--- src/rtl/ctrl_pkg.sv ---
// Shared definitions for the multi-cycle instruction sequencer:
// exception cause codes, default per-class phase counts and the FSM state encoding.
package ctrl_pkg;

  localparam logic [4:0] CAUSE_INT     = 5'b00000;
  localparam logic [4:0] CAUSE_SYSCALL = 5'b01000;
  localparam logic [4:0] CAUSE_BREAK   = 5'b01001;
  localparam logic [4:0] CAUSE_RI      = 5'b01010;
  localparam logic [4:0] CAUSE_TEQ     = 5'b01101;

  // Phase count per class, class 7 in the top nibble down to class 0 in the bottom.
  // class0=4, class1=2 (jr-like), class2=5, class3=3, class4=6, class5=0 (reserved),
  // class6=4, class7=3 (mul/div).
  localparam logic [8*4-1:0] DEF_CLASS_LEN = {4'd3, 4'd4, 4'd0, 4'd6,
                                              4'd3, 4'd5, 4'd2, 4'd4};

  // Only the mul/div class waits on the MDU by default.
  localparam logic [7:0] DEF_WAIT_MASK = 8'b1000_0000;

  typedef enum logic [1:0] {
    ST_IDLE = 2'd0,
    ST_RUN  = 2'd1,
    ST_EXC  = 2'd2
  } seq_state_e;

endpackage

--- src/rtl/class_len_lut.sv ---
// Maps an instruction class to its phase count and flags classes that cannot
// be sequenced (out of range, fewer than two phases, or more phases than exist).
module class_len_lut
  import ctrl_pkg::*;
#(
  parameter int                      N_PHASES  = 6,
  parameter int                      N_CLASSES = 8,
  parameter int                      CLS_W     = 3,
  parameter logic [N_CLASSES*4-1:0]  CLASS_LEN = DEF_CLASS_LEN
) (
  input  logic [CLS_W-1:0] cls,
  output logic [3:0]       len,
  output logic             illegal
);

  // Table lookup with range and legality check.
  always_comb begin
    len     = 4'd0;
    illegal = 1'b1;
    if (int'(cls) < N_CLASSES) begin
      len     = CLASS_LEN[int'(cls)*4 +: 4];
      illegal = (len < 4'd2) || ({1'b0, len} > 5'(N_PHASES));
    end
  end

endmodule

--- src/rtl/mc_sequencer.sv ---
// Multi-cycle instruction sequencer: steps each instruction through its
// per-class phase count, stalls mul/div classes on busy, counts retirements
// and diverts to a one-cycle exception state on reserved classes,
// synchronous exceptions or enabled interrupts.
module mc_sequencer
  import ctrl_pkg::*;
#(
  parameter int                     N_PHASES  = 6,
  parameter int                     N_CLASSES = 8,
  localparam int                    CLS_W     = $clog2(N_CLASSES),
  parameter logic [N_CLASSES*4-1:0] CLASS_LEN = DEF_CLASS_LEN,
  parameter logic [N_CLASSES-1:0]   WAIT_MASK = DEF_WAIT_MASK
) (
  input  logic                clk,
  input  logic                rst,
  input  logic [CLS_W-1:0]    instr_class,
  input  logic                busy,
  input  logic                exc_req,
  input  logic [4:0]          exc_code,
  input  logic                irq,
  input  logic                irq_en,
  output logic [N_PHASES-1:0] phase,
  output logic                fetch_en,
  output logic                decode_en,
  output logic                mdu_start,
  output logic                stall,
  output logic                last_phase,
  output logic                retire,
  output logic                exc_take,
  output logic [4:0]          exc_cause,
  output logic [31:0]         instr_cnt
);

  localparam int IDX_W = $clog2(N_PHASES);

  seq_state_e       state_q, state_d;
  logic [IDX_W-1:0] idx_q, idx_d;
  logic [CLS_W-1:0] cls_q, cls_d;
  logic [3:0]       len_q, len_d;
  logic             p2_seen_q, p2_seen_d;
  logic [4:0]       exc_cause_q, exc_cause_d;
  logic [31:0]      instr_cnt_q, instr_cnt_d;

  logic [3:0]       lut_len;
  logic             lut_illegal;
  logic             in_run, in_p0, in_p1, in_p2, wait_cls, hold, is_last;

  class_len_lut #(
    .N_PHASES  (N_PHASES),
    .N_CLASSES (N_CLASSES),
    .CLS_W     (CLS_W),
    .CLASS_LEN (CLASS_LEN)
  ) u_len_lut (
    .cls     (instr_class),
    .len     (lut_len),
    .illegal (lut_illegal)
  );

  // Phase status decode. In P1 the length is not registered yet, so whether P1
  // is the last phase comes from the live class lookup; from P2 on it comes
  // from the registered length. The first P2 cycle of a waiting class issues
  // the MDU operation and always holds; later P2 cycles hold while busy.
  always_comb begin
    in_run   = (state_q == ST_RUN);
    in_p0    = in_run && (idx_q == '0);
    in_p1    = in_run && (idx_q == IDX_W'(1));
    in_p2    = in_run && (idx_q == IDX_W'(2));
    wait_cls = WAIT_MASK[cls_q];
    hold     = in_p2 && wait_cls && (!p2_seen_q || busy);
    is_last  = (in_p1 && (lut_illegal || (lut_len == 4'd2))) ||
               (in_run && (idx_q >= IDX_W'(2)) &&
                (5'(idx_q) == ({1'b0, len_q} - 5'd1)));
  end

  // One-hot phase output, zero outside the running state.
  always_comb begin
    phase = '0;
    if (in_run) phase[idx_q] = 1'b1;
  end

  assign fetch_en   = in_p0;
  assign decode_en  = in_p0;
  assign mdu_start  = in_p2 && wait_cls && !p2_seen_q;
  assign stall      = in_p2 && wait_cls && p2_seen_q && busy;
  assign last_phase = is_last;
  assign retire     = is_last && !hold;
  assign exc_take   = (state_q == ST_EXC);
  assign exc_cause  = exc_cause_q;
  assign instr_cnt  = instr_cnt_q;

  // Next-state logic: phase stepping, retirement and exception selection.
  always_comb begin
    state_d     = state_q;
    idx_d       = idx_q;
    cls_d       = cls_q;
    len_d       = len_q;
    p2_seen_d   = 1'b0;
    exc_cause_d = exc_cause_q;
    instr_cnt_d = instr_cnt_q;
    case (state_q)
      ST_IDLE: begin
        state_d = ST_RUN;
        idx_d   = '0;
      end
      ST_RUN: begin
        if (in_p1) begin
          cls_d = instr_class;
          len_d = lut_len;
        end
        p2_seen_d = hold;
        if (retire) begin
          instr_cnt_d = instr_cnt_q + 32'd1;
          idx_d       = '0;
          if (in_p1 && lut_illegal) begin
            state_d     = ST_EXC;
            exc_cause_d = CAUSE_RI;
          end else if (exc_req) begin
            state_d     = ST_EXC;
            exc_cause_d = exc_code;
          end else if (irq && irq_en) begin
            state_d     = ST_EXC;
            exc_cause_d = CAUSE_INT;
          end
        end else if (!hold) begin
          idx_d = idx_q + IDX_W'(1);
        end
      end
      ST_EXC: begin
        state_d = ST_RUN;
        idx_d   = '0;
      end
      default: begin
        state_d = ST_IDLE;
        idx_d   = '0;
      end
    endcase
  end

  // Sequencer state registers with synchronous reset.
  always_ff @(posedge clk) begin
    if (rst) begin
      state_q     <= ST_IDLE;
      idx_q       <= '0;
      cls_q       <= '0;
      len_q       <= '0;
      p2_seen_q   <= 1'b0;
      exc_cause_q <= '0;
      instr_cnt_q <= '0;
    end else begin
      state_q     <= state_d;
      idx_q       <= idx_d;
      cls_q       <= cls_d;
      len_q       <= len_d;
      p2_seen_q   <= p2_seen_d;
      exc_cause_q <= exc_cause_d;
      instr_cnt_q <= instr_cnt_d;
    end
  end

endmodule

--- config.mk ---
export PLATFORM = sky130hd
export DESIGN_NAME = mc_sequencer
export DESIGN_NICKNAME = d
export VERILOG_FILES = /design/src/rtl/ctrl_pkg.sv /design/src/rtl/class_len_lut.sv /design/src/rtl/mc_sequencer.sv
export SDC_FILE = /design/constraint.sdc
export NUM_CORES = 1
export LEC_CHECK = 0
export CAP_MARGIN = 15
export CORE_AREA = 8 8 84 86
export DETAILED_ROUTE_END_ITERATION = 12
export DIE_AREA = 0 0 92 94
export PLACE_DENSITY = 0.78
export SKIP_CTS_REPAIR_TIMING = 1
export SLEW_MARGIN = 20
export SYNTH_ARGS = -nofsm -noshare
export SYNTH_HDL_FRONTEND = slang
export SYNTH_SLANG_ARGS = --single-unit
--- constraint.sdc ---
create_clock -name clk -period 2.8 [get_ports clk]
set_clock_uncertainty 0.05 [all_clocks]
set_input_delay 0.42 -clock clk [delete_from_list [all_inputs] [get_ports clk]]
set_output_delay 0.42 -clock clk [all_outputs]
set_load 0.01 [all_outputs]
* Word-level counts from Yosys, hierarchy flattened *
Memories as Yosys holds them, arrays and structs flattened. A register that Yosys moved wholly into a read port is not among the register bits.
Index checks and enable logic that the tools add are counted.
W data, S select, Z words.

storage, ports and cells
  register bits after elaboration = 50
  memory bits (read-only) = 8
  input port bits = 14
  word-level logic and storage cells = 72
  memories kept = 1

operators by class
  add/sub/neg operators = 3
  $lt $le $gt $ge = 6
  equal/unequal tests = 8
  shift operators = 1
  mux-type cells = 14
  bitwise operators = 1
  reduce and logical (&&, ||, !) cells = 31

memory list
  memory            words  bits a word  rd ports  clocked after memory_dff  wr ports  line                text
  (name not given)  8      1            1         1                         0         mc_sequencer.sv:68  wait_cls = WAIT_MASK[cls_q];

operators by type and width
  cell                       number
  $add A32 B1 Y32 const B    1
  $shiftx A32 B6 Y4 const A  1
  $logic_and A1 B1 Y1        15
  $mux W5                    3
  $lt A3 B4 Y1 const B       2
  $mux W2                    4
  $mux W3                    2
  $mux W6                    1
  $reduce_and A2 Y1          3
  $eq A3 B5 Y1               1
  $sub A4 B1 Y5 const B      1
  $eq A4 B2 Y1 const B       1
  $gt A4 B3 Y1 const B       1
  $logic_or A1 B1 Y1         4
  $lt A4 B2 Y1 const B       1
  $ne A4 B2 Y1 const B       1
  $pmux W2 S2                1
  $reduce_or A2 Y1           2
  $add A3 B1 Y3 const B      1
  $demux W1 S3               1
  $eq A3 B1 Y1 const B       1
  $eq A3 B2 Y1 const B       1
  $ge A3 B1 Y1 const B       1
  $ge A3 B2 Y1 const B       1
  other kinds (11)           13

* Longest topological paths before layout *
  word-level depth = 9
  mapped depth = 11
  depth with buffers taken out = 9

* By module *
From an unflattened synthesis, not the netlist that was laid out.

second synthesis, totals
  cell total of the unflattened synthesis = 344
  area, all modules = 2795.2 um2

modules (own cells, without submodules)
  module         instances  cells an instance  area each (um2)  seq. area each (um2)
  mc_sequencer   1          330                2687.6           1021.0
  class_len_lut  1          14                 107.6            0.0

* Least setup slack after synthesis *
No wires, ideal clock.

  path type = flip-flop to flip-flop
  start point = register idx_q[1]
  end point = register instr_cnt_q[22], in the netlist instr_cnt[22]
  library setup time = 0.121 ns
  data arrival time = 2.192 ns
  required time = 2.629 ns
  slack = 0.437 ns
  cell stages (with the launch flop) = 11
  buffers on the path = 3
  cell sequence = dfxtp_1 > buf_2 > inv_1 > ha_1 > nor4bb_1 > buf_4 > o211ai_4 > o211a_2 > buf_2 > nor4_1 > mux2_2

on the way
  word-level cells in the longest chain between the ends = 7
  elaborated cells on any way between the ends = 15

ends and longest elaborated chain
  what                                                  line                 text
  start, declared                                       mc_sequencer.sv:37   logic [IDX_W-1:0] idx_q, idx_d;
  start signal, assigned                                mc_sequencer.sv:151  idx_q <= idx_d;
  branches (longest 5 deep; another with $ge A3 B2 Y1)  --
  $logic_and A1 B1 Y1 (*)                               mc_sequencer.sv:86   assign retire = is_last && !hold;
  $reduce_and A2 Y1 (no source line) (*)                --
  end signal, assigned                                  mc_sequencer.sv:156  instr_cnt_q <= instr_cnt_d;
  end, declared                                         mc_sequencer.sv:42   logic [31:0] instr_cnt_q, instr_cnt_d;

Mark *: on every way between the ends.
A chain may end at the register's enable or synchronous reset.

* Worst setup path in the final report *
  start point = register len_q[0]
  end point = register instr_cnt_q[26], in the netlist instr_cnt[26]

on the way
  word-level cells in the longest chain between the ends = 6

ends and longest elaborated chain
  what                                line                 text
  start, declared                     mc_sequencer.sv:39   logic [3:0] len_q, len_d;
  start signal, assigned              mc_sequencer.sv:153  len_q <= len_d;
  $sub A4 B1 Y5                       mc_sequencer.sv:72   (5'(idx_q) == ({1'b0, len_q} - 5'd1)));
  $eq A3 B5 Y1                        mc_sequencer.sv:72
  $logic_and A1 B1 Y1                 mc_sequencer.sv:71   (in_run && (idx_q >= IDX_W'(2)) &&
  $logic_or A1 B1 Y1                  mc_sequencer.sv:70   is_last = (in_p1 && (lut_illegal || (lut_len == 4'd2))) ||
  $logic_and A1 B1 Y1                 mc_sequencer.sv:86
  $reduce_and A2 Y1 (no source line)  --

Every way passes these cells.

==> results.txt <==
crit path max-delay cell type = mux2_2
Min Clock Period, post-route = 2.71 ns
Initial Util = 48.5%
GPL Wtd Cong = 0.854
design internal power = 0.981 mW
Setup crit end kind = register
status = finished clean
Final Cell Area = 3670 µm²
Post-synth EDFFs = 0
CTS buffer count = 5
CTS tree = built
Clk Latency, worst-skew pair = 0.31 ns
post-layout util = 63.8%
GR Overflow Total = 0
Port Buf Inserts = 63
Synth Area in Simple Gates = 33.2%
most area-consuming cells after synthesis = dfxtp_1 (36%), mux2_2 (7.3%), a21oi_1 (5.2%), nor2_1 (3.9%), ha_1 (3.6%)
top routing layer in use = met4
Distinct cells, synth = 43
CP bufs+invs = 3
post-route setup TNS = 0 ns
Slew headroom = 61.6%
Antenna Cells = 0
I/O Pins = 64
Final Max Slew Viols = 0
Max Root-Sink Buffers = 2
net switching power = 0.322 mW
sw frac = 24.7%
Initial DRC Count = 154
vias in the first global route = 2532
DR DRC count = 0
final hold vios = 0
DP HPWL = 5.35 mm
cell family with most CP delay = adder cells
Crit path largest cell delay = 0.37 ns
placed cell area = 3530 µm²
H-tree levels = 2
CTS clk-pin slew, worst paths = 0.09 ns
largest family of logic cells by synthesized area = simple AND/OR/NAND/NOR gates
area grow syn2layout = 31.4%
RSZ-0062 raised after global routing = true
xor/xnor share of the synthesized area = 0.942%
Via Count = 2743
Syn. warnings = 0
Synth Area in Adders = 3.59%
Flop pwr share = 55.6%
IR drop worst, VDD = 264 µV
max_cap viols = 0
core area = 5750 µm²
Startpoint Class = register
GR Util All Layers = 16.3%
global-route wire length before repair = 11.9 mm
clock share of power = 34.1%
Total Power = 1.30 mW
Inst Count DP = 468
Non-Filler Instances = 477
Fill cells = 524
antenna-violating nets left = 0
Mapped Cells = 335
critical path, cell by cell = inv_1 > ha_1 > ha_1 > xor2_1 > o2111ai_1 > o211a_2 > buf_4 > buf_4 > nor4_1 > mux2_2
Tcrit/Tclk final = 96.6%
Worst EP arrival = 2.86 ns
WL met2 = 3.48 mm
Async SR Flop Fraction = 0%
post-synthesis mux area share = 7.63%
synthesized area = 2790 µm²
Root Driver = clkbuf_8
syn_nets = 357
Worst Hold Class = reg -> reg
commonest non-fill, non-tap cell in the layout = clkdlybuf4s50_1
Gate power share = 10.3%
Detailed Route WL = 7.30 mm
post-DR vias/cell = 5.75
post-synthesis compound-gate area fraction = 13.5%
largest net degree at the start of global routing = 35
post-synthesis sequential area ratio = 35.9%
Yosys top cell by area = dfxtp_1
iteration count of the initial detailed-routing pass = 4
die height = 94 µm
crit path kind = reg -> reg
Total Die Area = 8650 µm²
NumNets Final = 423
Avg WL per Cell = 15.3 µm
Syn Area/Cell = 8.33 µm²
Final setup viols = 0
maximum clock frequency = 0.370 GHz
initial antenna violation count = 0
ys flop type = dfxtp_1
Rows = 28
CP Max Fanout = 20
Met3 Routed Length = 446 µm
share of cells above drive strength 1 = 14.4%
post-synthesis sequential element count = 50
Leak Pwr = 1.27 nW
Die Wd = 92 µm
routed length on met1 = 3.27 mm
Slew @ Worst Pin = 0.576 ns
CTS sink cnt = 50
Data required, critical path = 2.96 ns
P per Cell Area = 355 nW/µm²
top cell type's share of synthesized area = 35.9%
most frequent cells in the layout = clkdlybuf4s50_1 (60), dfxtp_1 (50), nor2_1 (29), a21oi_1 (29), nand2_1 (22)
## power groups by stage
stage / sequential (mW) / combinational [mW] / clock [mW]
2_1_floorplan: 0.740 / 0.0760 / 0
3_3_place_gp: 0.741 / 0.128 / 0
3_5_place_dp: 0.741 / 0.132 / 0
4_1_cts: 0.725 / 0.133 / 0.450
5_1_grt: 0.726 / 0.146 / 0.470
6_report: 0.725 / 0.134 / 0.444
## sequential cells by signal, summed over array words and instances (netlist names)
signal     flops
instr_cnt     32
exc_cause      5
cls_q          3
idx_q          3
len_q          3
state_q        2
p2_seen_q      1
wait_cls       1
## stage by stage
| stage | setup WS, ns | hold slack, ns |
|---|---|---|
| floorplan | 0.437 | 0.384 |
| finish | 0.0940 | 0.416 |
| global route | -0.0492 | 0.432 |
| CTS | -0.159 | 0.417 |
| detailed placement | -0.170 | 0.405 |
| global placement | -0.123 | 0.394 |
## worst register-to-register path, cell delays in order (launching register included)
cell and delay [ns]:
dfxtp_1 0.34, inv_1 0.07, ha_1 0.20, ha_1 0.28, xor2_1 0.15, o2111ai_1 0.16
o211a_2 0.32, buf_4 0.14, buf_4 0.19, nor4_1 0.33, mux2_2 0.37
## cell type report
| type | count | area (µm²) | area share [%] |
|---|---|---|---|
| repair buffers | 80 | 763 | 20.8 |
| well taps | 75 | 93.8 | 2.56 |
| flip-flops and latches | 50 | 1000 | 27.3 |
| clock buffers | 6 | 82.6 | 2.25 |
| multi-input cells | 254 | 1680 | 45.7 |
| inverters | 10 | 37.5 | 1.02 |
| clock inverters | 2 | 12.5 | 0.341 |
## kinds of logic after synthesis
group / after synthesis
buffers and inverters: 31
xor gates and xnor gates: 3
muxes: 19
AOI/OAI and AO/OA: 60
adders and majority gates: 8
DFF: 50
and+or+nand+nor: 164
## Yosys cell counts, types with 4 or more instances
library cell / instances
or3_1: 6
nand4_1: 16
dfxtp_1: 50
and2_1: 4
nor4_1: 12
nor3_1: 11
nor2_1: 29
or4_1: 12
o21ai_0: 9
mux2_2: 18
a21oi_1: 29
nor2b_1: 16
inv_1: 9
nand2_1: 22
ha_1: 8
o31ai_1: 11
clkbuf_1: 9
nand3_1: 11
and3_1: 7
buf_2: 8
## final timing paths
check	slack, ns	startpoint	endpoint	cells past startpoint
setup reg to reg	0.09	len_q[0]	instr_cnt[26]	10
hold / removal	0.42	cls_q[1]	cls_q[1]	2
setup / recovery	0.09	len_q[0]	instr_cnt[26]	10
hold reg to reg	0.42	cls_q[1]	cls_q[1]	2
## per-layer routing
metal | vias to the layer above | track usage, %
met4 | 0 | 5.23
met5 | - | 0
met3 | 11 | 4.16
met1 | 1280 | 19.8
li1 | 1364 | -
met2 | 88 | 27.5
Note: power is estimated with default switching activity, not from simulation.
